==> src/rtl/ms_alarm_if.sv <==
// Bus interface for the millisecond alarm: single-cycle strobe/ack register access.
// Ports: stb, we, addr[1:0], data_in[31:0] from master; data_out[31:0], ack from slave.
// master = bus initiator, slave = ms_alarm register block.
interface ms_alarm_if;
  logic        stb;
  logic        we;
  logic [1:0]  addr;
  logic [31:0] data_in;
  logic [31:0] data_out;
  logic        ack;

  modport master (output stb, output we, output addr, output data_in,
                  input data_out, input ack);
  modport slave  (input stb, input we, input addr, input data_in,
                  output data_out, output ack);
endinterface

==> src/rtl/ms_alarm.sv <==
// Millisecond alarm timer: counts ms_tick pulses down from PERIOD, flags expiry
// in sticky STATUS (EXP/OVR), one-shot or periodic, level irq = EXP & IE.
// Ports: clk, rst (async high), bus (ms_alarm_if.slave), ms_tick, irq.
module ms_alarm (
  input  logic        clk,
  input  logic        rst,
  ms_alarm_if.slave   bus,
  input  logic        ms_tick,
  output logic        irq
);

  typedef enum logic {IDLE = 1'b0, RUN = 1'b1} state_t;

  state_t      state;
  logic [31:0] period;
  logic [31:0] count;
  logic        mode;
  logic        ie;
  logic        exp;
  logic        ovr;

  logic        wr;
  logic        wr_period;
  logic        wr_ctrl;
  logic        wr_status;
  logic        disable_wr;
  logic        tick_run;
  logic        expiry;
  logic [31:0] rd_val;

  assign wr        = bus.stb & bus.we;
  assign wr_period = wr & (bus.addr == 2'd0);
  assign wr_ctrl   = wr & (bus.addr == 2'd1);
  assign wr_status = wr & (bus.addr == 2'd3);

  // A disable write in the same cycle as a tick suppresses the tick entirely,
  // so a coincident expiry never happens and EXP is left alone.
  assign disable_wr = wr_ctrl & ~bus.data_in[0];
  assign tick_run   = (state == RUN) & ms_tick & ~disable_wr;
  // COUNT == 0 in RUN (PERIOD was 0) never matches here, so it never expires.
  assign expiry     = tick_run & (count == 32'd1);

  always_ff @(posedge clk or posedge rst) begin
    if (rst) begin
      state  <= IDLE;
      period <= 32'd0;
      count  <= 32'd0;
      mode   <= 1'b0;
      ie     <= 1'b0;
      exp    <= 1'b0;
      ovr    <= 1'b0;
    end else begin
      if (wr_period) period <= bus.data_in;

      // Write-1-to-clear, but a same-cycle expiry sets the bit back.
      // OVR looks at EXP as it was before any clear in this cycle.
      exp <= (exp & ~(wr_status & bus.data_in[0])) | expiry;
      ovr <= (ovr & ~(wr_status & bus.data_in[1])) | (expiry & exp);

      case (state)
        IDLE: begin
          // Ticks are ignored; an enabling write loads COUNT only, so a tick
          // in the same cycle does not also decrement.
          if (wr_ctrl) begin
            mode <= bus.data_in[1];
            ie   <= bus.data_in[2];
            if (bus.data_in[0]) begin
              count <= period;
              state <= RUN;
            end
          end
        end
        RUN: begin
          if (wr_ctrl) begin
            mode <= bus.data_in[1];
            ie   <= bus.data_in[2];
            if (!bus.data_in[0]) state <= IDLE;  // COUNT frozen as-is
          end
          if (tick_run) begin
            if (count == 32'd1) begin
              // Mode in force before any same-cycle CTRL write decides reload.
              if (mode) begin
                count <= period;
              end else begin
                count <= 32'd0;
                state <= IDLE;
              end
            end else if (count > 32'd1) begin
              count <= count - 32'd1;
            end
          end
        end
        default: state <= IDLE;
      endcase
    end
  end

  always_comb begin
    rd_val = 32'd0;
    case (bus.addr)
      2'd0: rd_val = period;
      2'd1: rd_val = {29'd0, ie, mode, (state == RUN)};
      2'd2: rd_val = count;
      2'd3: rd_val = {30'd0, ovr, exp};
      default: rd_val = 32'd0;
    endcase
  end

  assign bus.ack      = bus.stb;
  assign bus.data_out = (bus.stb & ~bus.we) ? rd_val : 32'd0;

  // Purely register-derived: no path from bus inputs.
  assign irq = exp & ie;

endmodule

==> src/flat_wrapper.sv <==
// flat-port wrapper written by rule: the top's interface ports become plain ports
module ms_alarm_flat 
  (clk, rst, ms_tick, irq, bus_stb, bus_we, bus_addr, bus_data_in, bus_data_out, bus_ack);
  ms_alarm_if bus_i ();
  input  logic clk;
  input  logic rst;
  input  logic ms_tick;
  output logic irq;
  input wire logic [$bits(bus_i.stb)-1:0] bus_stb;
  input wire logic [$bits(bus_i.we)-1:0] bus_we;
  input wire logic [$bits(bus_i.addr)-1:0] bus_addr;
  input wire logic [$bits(bus_i.data_in)-1:0] bus_data_in;
  output wire logic [$bits(bus_i.data_out)-1:0] bus_data_out;
  output wire logic [$bits(bus_i.ack)-1:0] bus_ack;
  assign bus_i.stb = bus_stb;
  assign bus_i.we = bus_we;
  assign bus_i.addr = bus_addr;
  assign bus_i.data_in = bus_data_in;
  assign bus_data_out = bus_i.data_out;
  assign bus_ack = bus_i.ack;
  ms_alarm u_core (.clk(clk), .rst(rst), .bus(bus_i), .ms_tick(ms_tick), .irq(irq));
endmodule
==> config.mk <==
export PLATFORM = sky130hd
export DESIGN_NAME = ms_alarm_flat
export DESIGN_NICKNAME = d
export VERILOG_FILES = /design/src/rtl/ms_alarm_if.sv /design/src/rtl/ms_alarm.sv /design/src/flat_wrapper.sv
export SDC_FILE = /design/constraint.sdc
export NUM_CORES = 1
export LEC_CHECK = 0
export ABC_CLOCK_PERIOD_IN_PS = 2300
export BUFFER_PORTS_ARGS = -buffer_cell sky130_fd_sc_hd__buf_2
export CAP_MARGIN = 15
export CORE_UTILIZATION = 51
export CTS_CLUSTER_SIZE = 12
export DETAILED_ROUTE_END_ITERATION = 8
export MAX_ROUTING_LAYER = met4
export PLACE_DENSITY = 0.81
export SLEW_MARGIN = 15
export SYNTH_ARGS = -nofsm -noshare
export SYNTH_HDL_FRONTEND = slang
export SYNTH_SLANG_ARGS = --single-unit
==> constraint.sdc <==
create_clock -name clk -period 2.3 [get_ports clk]
set_input_delay 0.115 -clock clk [delete_from_list [all_inputs] [get_ports clk]]
set_output_delay 0.115 -clock clk [all_outputs]
set_load 0.01 [all_outputs]
==> results of run 1 <==
## logic make-up after synthesis
kind of cell / synth area share, %
and+or+nand+nor: 18.67
adders and majority gates: 0.6140
muxes: 18.15
AOI/OAI and AO/OA: 16.03
buffers and inverters: 4.176
DFF: 42.37
## flip-flops by register name, summed over array words and instances, names as in the netlist
signal,cells
u_core.ie,1
u_core.exp,1
u_core.count,32
u_core.ovr,1
u_core.state,1
u_core.period,32
u_core.mode,1
## cell type report
class                      instances  area (um2)  share of cell area [%]
clock inverter                     4       72.57                   1.268
inverter                           7       26.28                  0.4592
timing repair buffer             176        1280                   22.37
tap                              102       127.6                   2.230
clock buffer                      11       141.4                   2.471
multi-input combinational        323        2344                   40.96
sequential                        69        1730                   30.24
## power breakdown
part / internal [W] / total (W) / switching [W]
Combinational: 0.00140 / 0.00279 / 0.00139
Sequential: 0.00162 / 0.00203 / 0.000412
Clock: 0.000633 / 0.00111 / 0.000472
Total: 0.00366 / 0.00593 / 0.00227
## cell usage after synthesis (2+ instances only)
| master | number |
|---|---|
| sky130_fd_sc_hd__nor2_1 | 56 |
| sky130_fd_sc_hd__inv_1 | 7 |
| sky130_fd_sc_hd__a211o_1 | 5 |
| sky130_fd_sc_hd__buf_2 | 6 |
| sky130_fd_sc_hd__clkbuf_1 | 16 |
| sky130_fd_sc_hd__or4_4 | 2 |
| sky130_fd_sc_hd__nand2_1 | 32 |
| sky130_fd_sc_hd__mux2_2 | 35 |
| sky130_fd_sc_hd__mux2i_1 | 30 |
| sky130_fd_sc_hd__or2_2 | 2 |
| sky130_fd_sc_hd__mux4_2 | 2 |
| sky130_fd_sc_hd__dfrtp_1 | 69 |
| sky130_fd_sc_hd__o211ai_1 | 6 |
| sky130_fd_sc_hd__nor4_2 | 2 |
| sky130_fd_sc_hd__buf_6 | 3 |
| sky130_fd_sc_hd__or3_1 | 6 |
| sky130_fd_sc_hd__buf_1 | 2 |
| sky130_fd_sc_hd__nand4_1 | 7 |
| sky130_fd_sc_hd__a22o_1 | 3 |
| sky130_fd_sc_hd__o311ai_0 | 2 |
| sky130_fd_sc_hd__nor4_1 | 8 |
| sky130_fd_sc_hd__o21ai_0 | 37 |
| sky130_fd_sc_hd__a21oi_1 | 18 |
| sky130_fd_sc_hd__a31oi_1 | 2 |
| sky130_fd_sc_hd__nor3_1 | 22 |
| sky130_fd_sc_hd__o21a_1 | 2 |
| sky130_fd_sc_hd__a221o_1 | 4 |
| sky130_fd_sc_hd__a32oi_1 | 3 |
| sky130_fd_sc_hd__o31a_1 | 3 |
| sky130_fd_sc_hd__ha_1 | 2 |
| sky130_fd_sc_hd__nand2b_1 | 3 |
| sky130_fd_sc_hd__nor2b_1 | 2 |
| sky130_fd_sc_hd__a21boi_0 | 6 |
| sky130_fd_sc_hd__and2_1 | 2 |
| sky130_fd_sc_hd__a22oi_1 | 2 |
## how the worst max path moves through the flow
stage	to	slack [ns]	from
floorplan	u_core.count[27]	-0.04	u_core.count[3]
global placement	u_core.count[21]	-0.03	u_core.count[7]
detailed placement	u_core.count[29]	-0.08	u_core.count[3]
CTS	u_core.count[27]	0.001	u_core.count[0]
global route	u_core.count[31]	-0.10	u_core.count[11]
finish	u_core.count[27]	-0.04	u_core.count[3]
## cells in the final DEF (no fill, tap or decap), types with 4 or more instances in the layout
| cell type | synthesis | layout |
|---|---|---|
| sky130_fd_sc_hd__a221o_1 | 4 | 4 |
| sky130_fd_sc_hd__clkbuf_8 | 0 | 10 |
| sky130_fd_sc_hd__a21boi_1 | 0 | 5 |
| sky130_fd_sc_hd__nand2_1 | 32 | 32 |
| sky130_fd_sc_hd__buf_6 | 3 | 5 |
| sky130_fd_sc_hd__inv_1 | 7 | 4 |
| sky130_fd_sc_hd__nor3_1 | 22 | 16 |
| sky130_fd_sc_hd__nor2_1 | 56 | 55 |
| sky130_fd_sc_hd__mux2i_1 | 30 | 30 |
| sky130_fd_sc_hd__o211ai_1 | 6 | 6 |
| sky130_fd_sc_hd__o21ai_2 | 0 | 4 |
| sky130_fd_sc_hd__nor3_2 | 1 | 5 |
| sky130_fd_sc_hd__nand4_1 | 7 | 7 |
| sky130_fd_sc_hd__dfrtp_1 | 69 | 66 |
| sky130_fd_sc_hd__buf_4 | 1 | 69 |
| sky130_fd_sc_hd__nor4_1 | 8 | 5 |
| sky130_fd_sc_hd__a211o_1 | 5 | 5 |
| sky130_fd_sc_hd__a21oi_1 | 18 | 17 |
| sky130_fd_sc_hd__dlygate4sd3_1 | 0 | 26 |
| sky130_fd_sc_hd__buf_2 | 6 | 72 |
| sky130_fd_sc_hd__mux2_2 | 35 | 35 |
| sky130_fd_sc_hd__o21ai_0 | 37 | 31 |
## per-layer routing
| layer | track usage, % | vias up | wire length (um) |
|---|---|---|---|
| li1 | - | 1895 | - |
| met2 | 48.50 | 192 | 6036 |
| met3 | 4.188 | 39 | 771 |
| met1 | 37.68 | 2049 | 5292 |
| met4 | 11.38 | 0 | 263 |
| met5 | - | - | 0 |
## what timing repair did
item                                    in CTS  in global routing
hold buffers                                26                  0
endpoints found under the setup margin       7                 19
setup buffers                                2                 15
cloned                                       0                  1
pin swaps                                    1                 17
hold endpoints to repair                    53                  0
gates resized for setup                      7                 39
## metrics by stage
step | util, % | hold WS, ns | total power (W) | setup TNS (ns) | cells
floorplan | - | 0.2655 | 0.003346 | -0.1354 | 428
global placement | 64.07 | 0.2258 | 0.004298 | -0.04519 | 633
detailed placement | 64.07 | 0.2395 | 0.004363 | -0.1339 | 633
CTS | 70.73 | 0.003068 | 0.005556 | 0 | 676
global route | 74.04 | 0.004703 | 0.006219 | -1.172 | 692
finish | 74.04 | 0.008283 | 0.005925 | -0.1681 | 692
## worst register-to-register path, delay by kind of cell (launching register included)
family	cells	cell delay, ns
AO/OA/AOI/OAI	2	0.25
flip-flops	1	0.41
AND/OR/NAND/NOR	4	1.63
==> impl_metrics.env, run 1 <==
export IMPL_worst_r2r_cell_count=6
export IMPL_worst_path_cell_trace="or4_4 > or3_4 > or3_4 > or3_4 > a21oi_2 > o21a_1"
export IMPL_gr_usage_all_layers_pct=29.77
export IMPL_synth_cell_types=54
export IMPL_path_max_fanout=6
export IMPL_synth_edff_count=0
export IMPL_grt_first_pass_wirelength_mm=19.07
export IMPL_final_net_count=627
export IMPL_cap_violations=0
export IMPL_worst_hold_startpoint="bus_data_in[23]"
export IMPL_antenna_violations_before_repair=0
export IMPL_first_global_vias=3959
export IMPL_cts_root_buf="sky130_fd_sc_hd__clkbuf_8"
export IMPL_worst_hold_class="in -> reg"
export IMPL_synth_top_cell_by_area="sky130_fd_sc_hd__dfrtp_1"
export IMPL_reg2reg_to="u_core.count[27]"
export IMPL_synth_warning_count=0
export IMPL_yosys_top_cells_area="sky130_fd_sc_hd__dfrtp_1, sky130_fd_sc_hd__mux2_2, sky130_fd_sc_hd__mux2i_1"
export IMPL_cp_slowest_stage_delay_ns=0.52
export IMPL_post_synth_cell_area_avg_um2=9.521
export IMPL_worst_setup_ep_type="flop"
export IMPL_cts_htree_levels=3
export IMPL_failed_checks="setup timing"
export IMPL_fp_dieW_um=91.39
export IMPL_register_bit_count_reported_by_yosys=69
export IMPL_finalWirelength_mm=12.36
export IMPL_post_route_cell_area_um2=5722
export IMPL_finalCriticalPeriod_ns=2.344
export IMPL_slew_at_the_pin_closest_to_its_max_slew_limit_ns=0.6581
export IMPL_floorplan_core_area_um2=7727
export IMPL_drtAntennaViolNets=0
export IMPL_cp_required_ns=2.59
export IMPL_crit_top_cell="sky130_fd_sc_hd__or3_4"
export IMPL_startpoint_type="flop"
export IMPL_endpoint_of_the_worst_hold_path="u_core.period[23]"
export IMPL_worst_path_class_setup="reg -> reg"
export IMPL_number_of_ports_placed_on_the_die_boundary=73
export IMPL_drt_pre_antenna_iters=5
export IMPL_setup_ws_ns=-0.04367
export IMPL_timing_max_transition_violations_final=0
export IMPL_mappedNetlistNets=469
export IMPL_p_leak_nw=2.607
export IMPL_cts_inserted_buffers=9
export IMPL_area_growth_pct=40.41
export IMPL_crit_arrival_ns=2.63
export IMPL_cp_slowest_cell="sky130_fd_sc_hd__or4_4"
export IMPL_drive_above_1_share_pct=41.19
export IMPL_post_synth_inst_count=428
export IMPL_globalRoute_totalOverflow=0
export IMPL_globalplace_congestion=0.9378
export IMPL_post_place_ws_ns=-0.07544
export IMPL_first_iteration_detailed_routing_drc_count=351
export IMPL_tritoncts="built"
export IMPL_cp_num_buf_inv=0
export IMPL_seq_area_frac_synth_pct=42.37
export IMPL_avgViaCountPerCell=6.033
export IMPL_irDropWorstVdd_mv=0.5757
export IMPL_outcome="finished, violations left"
export IMPL_clock_skew_final_ns=0.01344
export IMPL_antenna_cells_inserted=0
export IMPL_placement_rows=32
export IMPL_cts_sinks=69
export IMPL_io_buffer_count=72
export IMPL_synth_ff_type="sky130_fd_sc_hd__dfrtp_1"
export IMPL_grt_max_degree=42
export IMPL_final_fill_count=522
export IMPL_critical_path_cell_count=6
export IMPL_worstHoldPathCells=2
export IMPL_hpwlAfterDp_mm=7.897
export IMPL_drt_wirelength_per_cell_um=17.87
export IMPL_timing_hold_violations_final=0
export IMPL_starting_utilization_of_the_core_area_pct=52.74
export IMPL_dieArea_um2=8352
export IMPL_setup_reg_to_reg_worst_slack_ns=-0.04
export IMPL_synth_async_reset_ratio_pct=100.0
export IMPL_worst_r2r_startpoint="u_core.count[3]"
export IMPL_worstSkewPairLatency_ns=0.35
export IMPL_cts_buffer_depth=2
export IMPL_yosysTopAreaCellShare_pct=42.37
export IMPL_die_height_um=91.39
export IMPL_path_clk_slew_ns=0.07
export IMPL_max_freq_ghz=0.4267
export IMPL_path_delay_family="simple AND/OR/NAND/NOR gates"
export IMPL_power_per_cell_area_nw_per_um2=1036
export IMPL_drc=0
export IMPL_max_slew_margin_pct=56.06
export IMPL_placement_cell_area_um2=4951
export IMPL_netlist_area_before_placement_um2=4075
export IMPL_final_setup_viol_count=8
export IMPL_final_critical_path_share_of_the_clock_period_pct=101.9
export IMPL_via_count=4175
export IMPL_unrepaired_setup_endpoints_after_global_routing="yes"
(Power assumes the default switching activity.)
==> inputs of run 2 (changes only) <==
- ABC_CLOCK_PERIOD_IN_PS: 2300 -> 2600
- PLACE_DENSITY: 0.81 -> 0.78
- clock period: 2.3 -> 2.6 ns (I/O delays scaled with it)
==> run 2 against run 1 <==
Compared with the run above: the flow now finishes without violations; first-iteration DRC count fell by 32%; highest routed layer unchanged; hold slack better by 0.0012 ns; clock-buffer cell count up 2; via count shrank 11%; fmax is 4.1% lower; total power shrank 26%; critical path depth did not move; global-route usage shrank 1.5 points; register-to-register slack improved by 0.20 ns; worst setup slack improved by 0.20 ns.
==> impl_metrics.env, run 2 (synthesized netlist as in run 1, its figures left out) <==
export IMPL_unrepaired_setup_endpoints_after_global_routing="no"
export IMPL_globalRoute_totalOverflow=0
export IMPL_gr_usage_all_layers_pct=28.29
export IMPL_final_setup_viol_count=0
export IMPL_timing_setup_tns_ns=0
export IMPL_cp_slowest_cell="sky130_fd_sc_hd__or4_1"
export IMPL_cell_internal_pwr_w=0.002726
export IMPL_cts_buffer_depth=2
export IMPL_globalplace_congestion=0.9358
export IMPL_cts_setup_buffers=0
export IMPL_worst_path_cell_trace="or4_1 > or3_1 > or3_4 > or3_1 > a21oi_1 > o21a_1"
export IMPL_antenna_cells_inserted=0
export IMPL_tritoncts="built"
export IMPL_cts_root_buf="sky130_fd_sc_hd__clkbuf_8"
export IMPL_p_leak_nw=2.249
export IMPL_p_clk_share_pct=20.6
export IMPL_path_max_fanout=7
export IMPL_starting_utilization_of_the_core_area_pct=52.74
export IMPL_area_growth_pct=21.52
export IMPL_cp_required_ns=2.90
export IMPL_first_iteration_detailed_routing_drc_count=240
export IMPL_worst_r2r_cell_count=6
export IMPL_hpwlAfterDp_mm=7.466
export IMPL_setup_reg_to_reg_worst_slack_ns=0.15
export IMPL_post_place_cells=603
export IMPL_path_clk_slew_ns=0.07
export IMPL_startpoint_type="flop"
export IMPL_grt_max_degree=39
export IMPL_crit_top_cell="sky130_fd_sc_hd__or3_1"
export IMPL_total_switching_power_w=0.001684
export IMPL_drc=0
export IMPL_clock_skew_final_ns=0.009978
export IMPL_cap_violations=0
export IMPL_timing_hold_violations_final=0
export IMPL_worstHoldPathCells=2
export IMPL_timing_max_transition_violations_final=0
export IMPL_drt_wirelength_per_cell_um=16.94
export IMPL_avgViaCountPerCell=5.944
export IMPL_cp_slowest_stage_delay_ns=0.60
export IMPL_placement_rows=32
export IMPL_dieArea_um2=8352
export IMPL_max_slew_margin_pct=53.05
export IMPL_final_net_count=561
export IMPL_endpoint_of_the_worst_hold_path="u_core.period[4]"
export IMPL_worst_r2r_startpoint="u_core.count[3]"
export IMPL_combinational_power_share_pct=37.2
export IMPL_slew_at_the_pin_closest_to_its_max_slew_limit_ns=0.7033
export IMPL_layoutNonFillerInstCount=625
export IMPL_worst_hold_startpoint="bus_data_in[4]"
export IMPL_first_global_vias=3710
export IMPL_worst_setup_ep_type="flop"
export IMPL_worst_path_class_setup="reg -> reg"
export IMPL_final_critical_path_share_of_the_clock_period_pct=94.04
export IMPL_worstSkewPairLatency_ns=0.35
export IMPL_number_of_ports_placed_on_the_die_boundary=73
export IMPL_finalWirelength_mm=10.59
export IMPL_final_fill_count=655
export IMPL_final_cell_mix="sky130_fd_sc_hd__buf_2, sky130_fd_sc_hd__dfrtp_1, sky130_fd_sc_hd__nor2_1, sky130_fd_sc_hd__o21ai_0, sky130_fd_sc_hd__mux2_2"
export IMPL_final_seq_area_um2=1727
export IMPL_worst_hold_class="in -> reg"
export IMPL_finalCriticalPeriod_ns=2.445
export IMPL_multi_input_area_um2=2195
export IMPL_fp_dieW_um=91.39
export IMPL_reg2reg_to="u_core.count[27]"
export IMPL_layout_top_registers="u_core.count (32), u_core.period (32)"
export IMPL_drt_pre_antenna_iters=5
export IMPL_via_count=3715
export IMPL_outcome="complete, no violations"
export IMPL_seqPwrFrac_pct=42.2
export IMPL_grt_first_pass_wirelength_mm=18.12
export IMPL_io_buffer_count=72
export IMPL_cts_sinks=69
export IMPL_floorplan_core_area_um2=7727
export IMPL_layout_cells_most_common="sky130_fd_sc_hd__buf_2"
export IMPL_drive_above_1_share_pct=31.93
export IMPL_drtAntennaViolNets=0
export IMPL_die_height_um=91.39
export IMPL_max_freq_ghz=0.4090
export IMPL_crit_arrival_ns=2.74
export IMPL_cts_htree_levels=3
export IMPL_cts_inserted_buffers=9
export IMPL_power_switching_fraction_pct=38.19
export IMPL_irDropWorstVdd_mv=0.4283
export IMPL_antenna_violations_before_repair=0
export IMPL_power_per_cell_area_nw_per_um2=890.4
[run 2: area by class of cell]
class	instances	share of cell area, %
Multi-Input combinational cell	323	44.32
Clock inverter	1	0.6064
Tap cell	102	2.577
Timing Repair Buffer	110	13.69
Inverter	7	0.5306
Clock buffer	13	3.411
Sequential cell	69	34.87
[run 2: worst max path at each step]
stage,start,end,slack (ns)
final,u_core.count[3],u_core.count[27],0.15
after CTS,u_core.count[22],u_core.count[22],0.05
after floorplan,u_core.count[5],u_core.count[19],0.18
after global placement,u_core.count[5],u_core.count[15],0.15
after detailed placement,u_core.count[5],u_core.count[17],0.07
after global routing,u_core.count[3],u_core.count[27],0.03
[run 2: metal layers]
layer  track usage [%]  vias to the layer above  routed length [um]
li1                  -                     1755                   -
met5                 -                        -                   0
met2             43.86                      140                4898
met3             5.946                       19                 578
met1             37.39                     1801                4948
met4             8.466                        0                 160
[run 2: worst max-delay path: cells and delay by family, from the launching register on]
| kind | cells | cell delay, ns |
|---|---|---|
| AO/OA/AOI/OAI | 2 | 0.27 |
| flip-flops | 1 | 0.45 |
| AND/OR/NAND/NOR | 4 | 1.67 |
[run 2: repair_timing]
action	in CTS	in global routing
resized for setup	0	2
hold buffers	7	1
setup endpoints to repair	0	18
hold endpoints to repair	37	1
[run 2: through the flow]
stage,utilization [%],setup slack (ns),total power [W],hold WS [ns],instance area (um2)
finish,64.09,0.1549,0.004410,0.009445,4952
global placement,60.40,0.1468,0.003426,0.2751,4667
CTS,63.88,0.05089,0.004398,0.001262,4936
floorplan,-,0.1784,0.002885,0.2805,4075
global route,64.09,0.02591,0.004708,0.002512,4952
detailed placement,60.40,0.07393,0.003480,0.2800,4667
[run 2: power groups by stage]
| stage | combinational, W | clock [W] | sequential (W) |
|---|---|---|---|
| floorplan | 0.00116 | 0 | 0.00173 |
| global placement | 0.00158 | 0 | 0.00185 |
| detailed placement | 0.00162 | 0 | 0.00186 |
| CTS | 0.00163 | 0.000920 | 0.00185 |
| global route | 0.00183 | 0.000963 | 0.00192 |
| finish | 0.00164 | 0.000908 | 0.00186 |
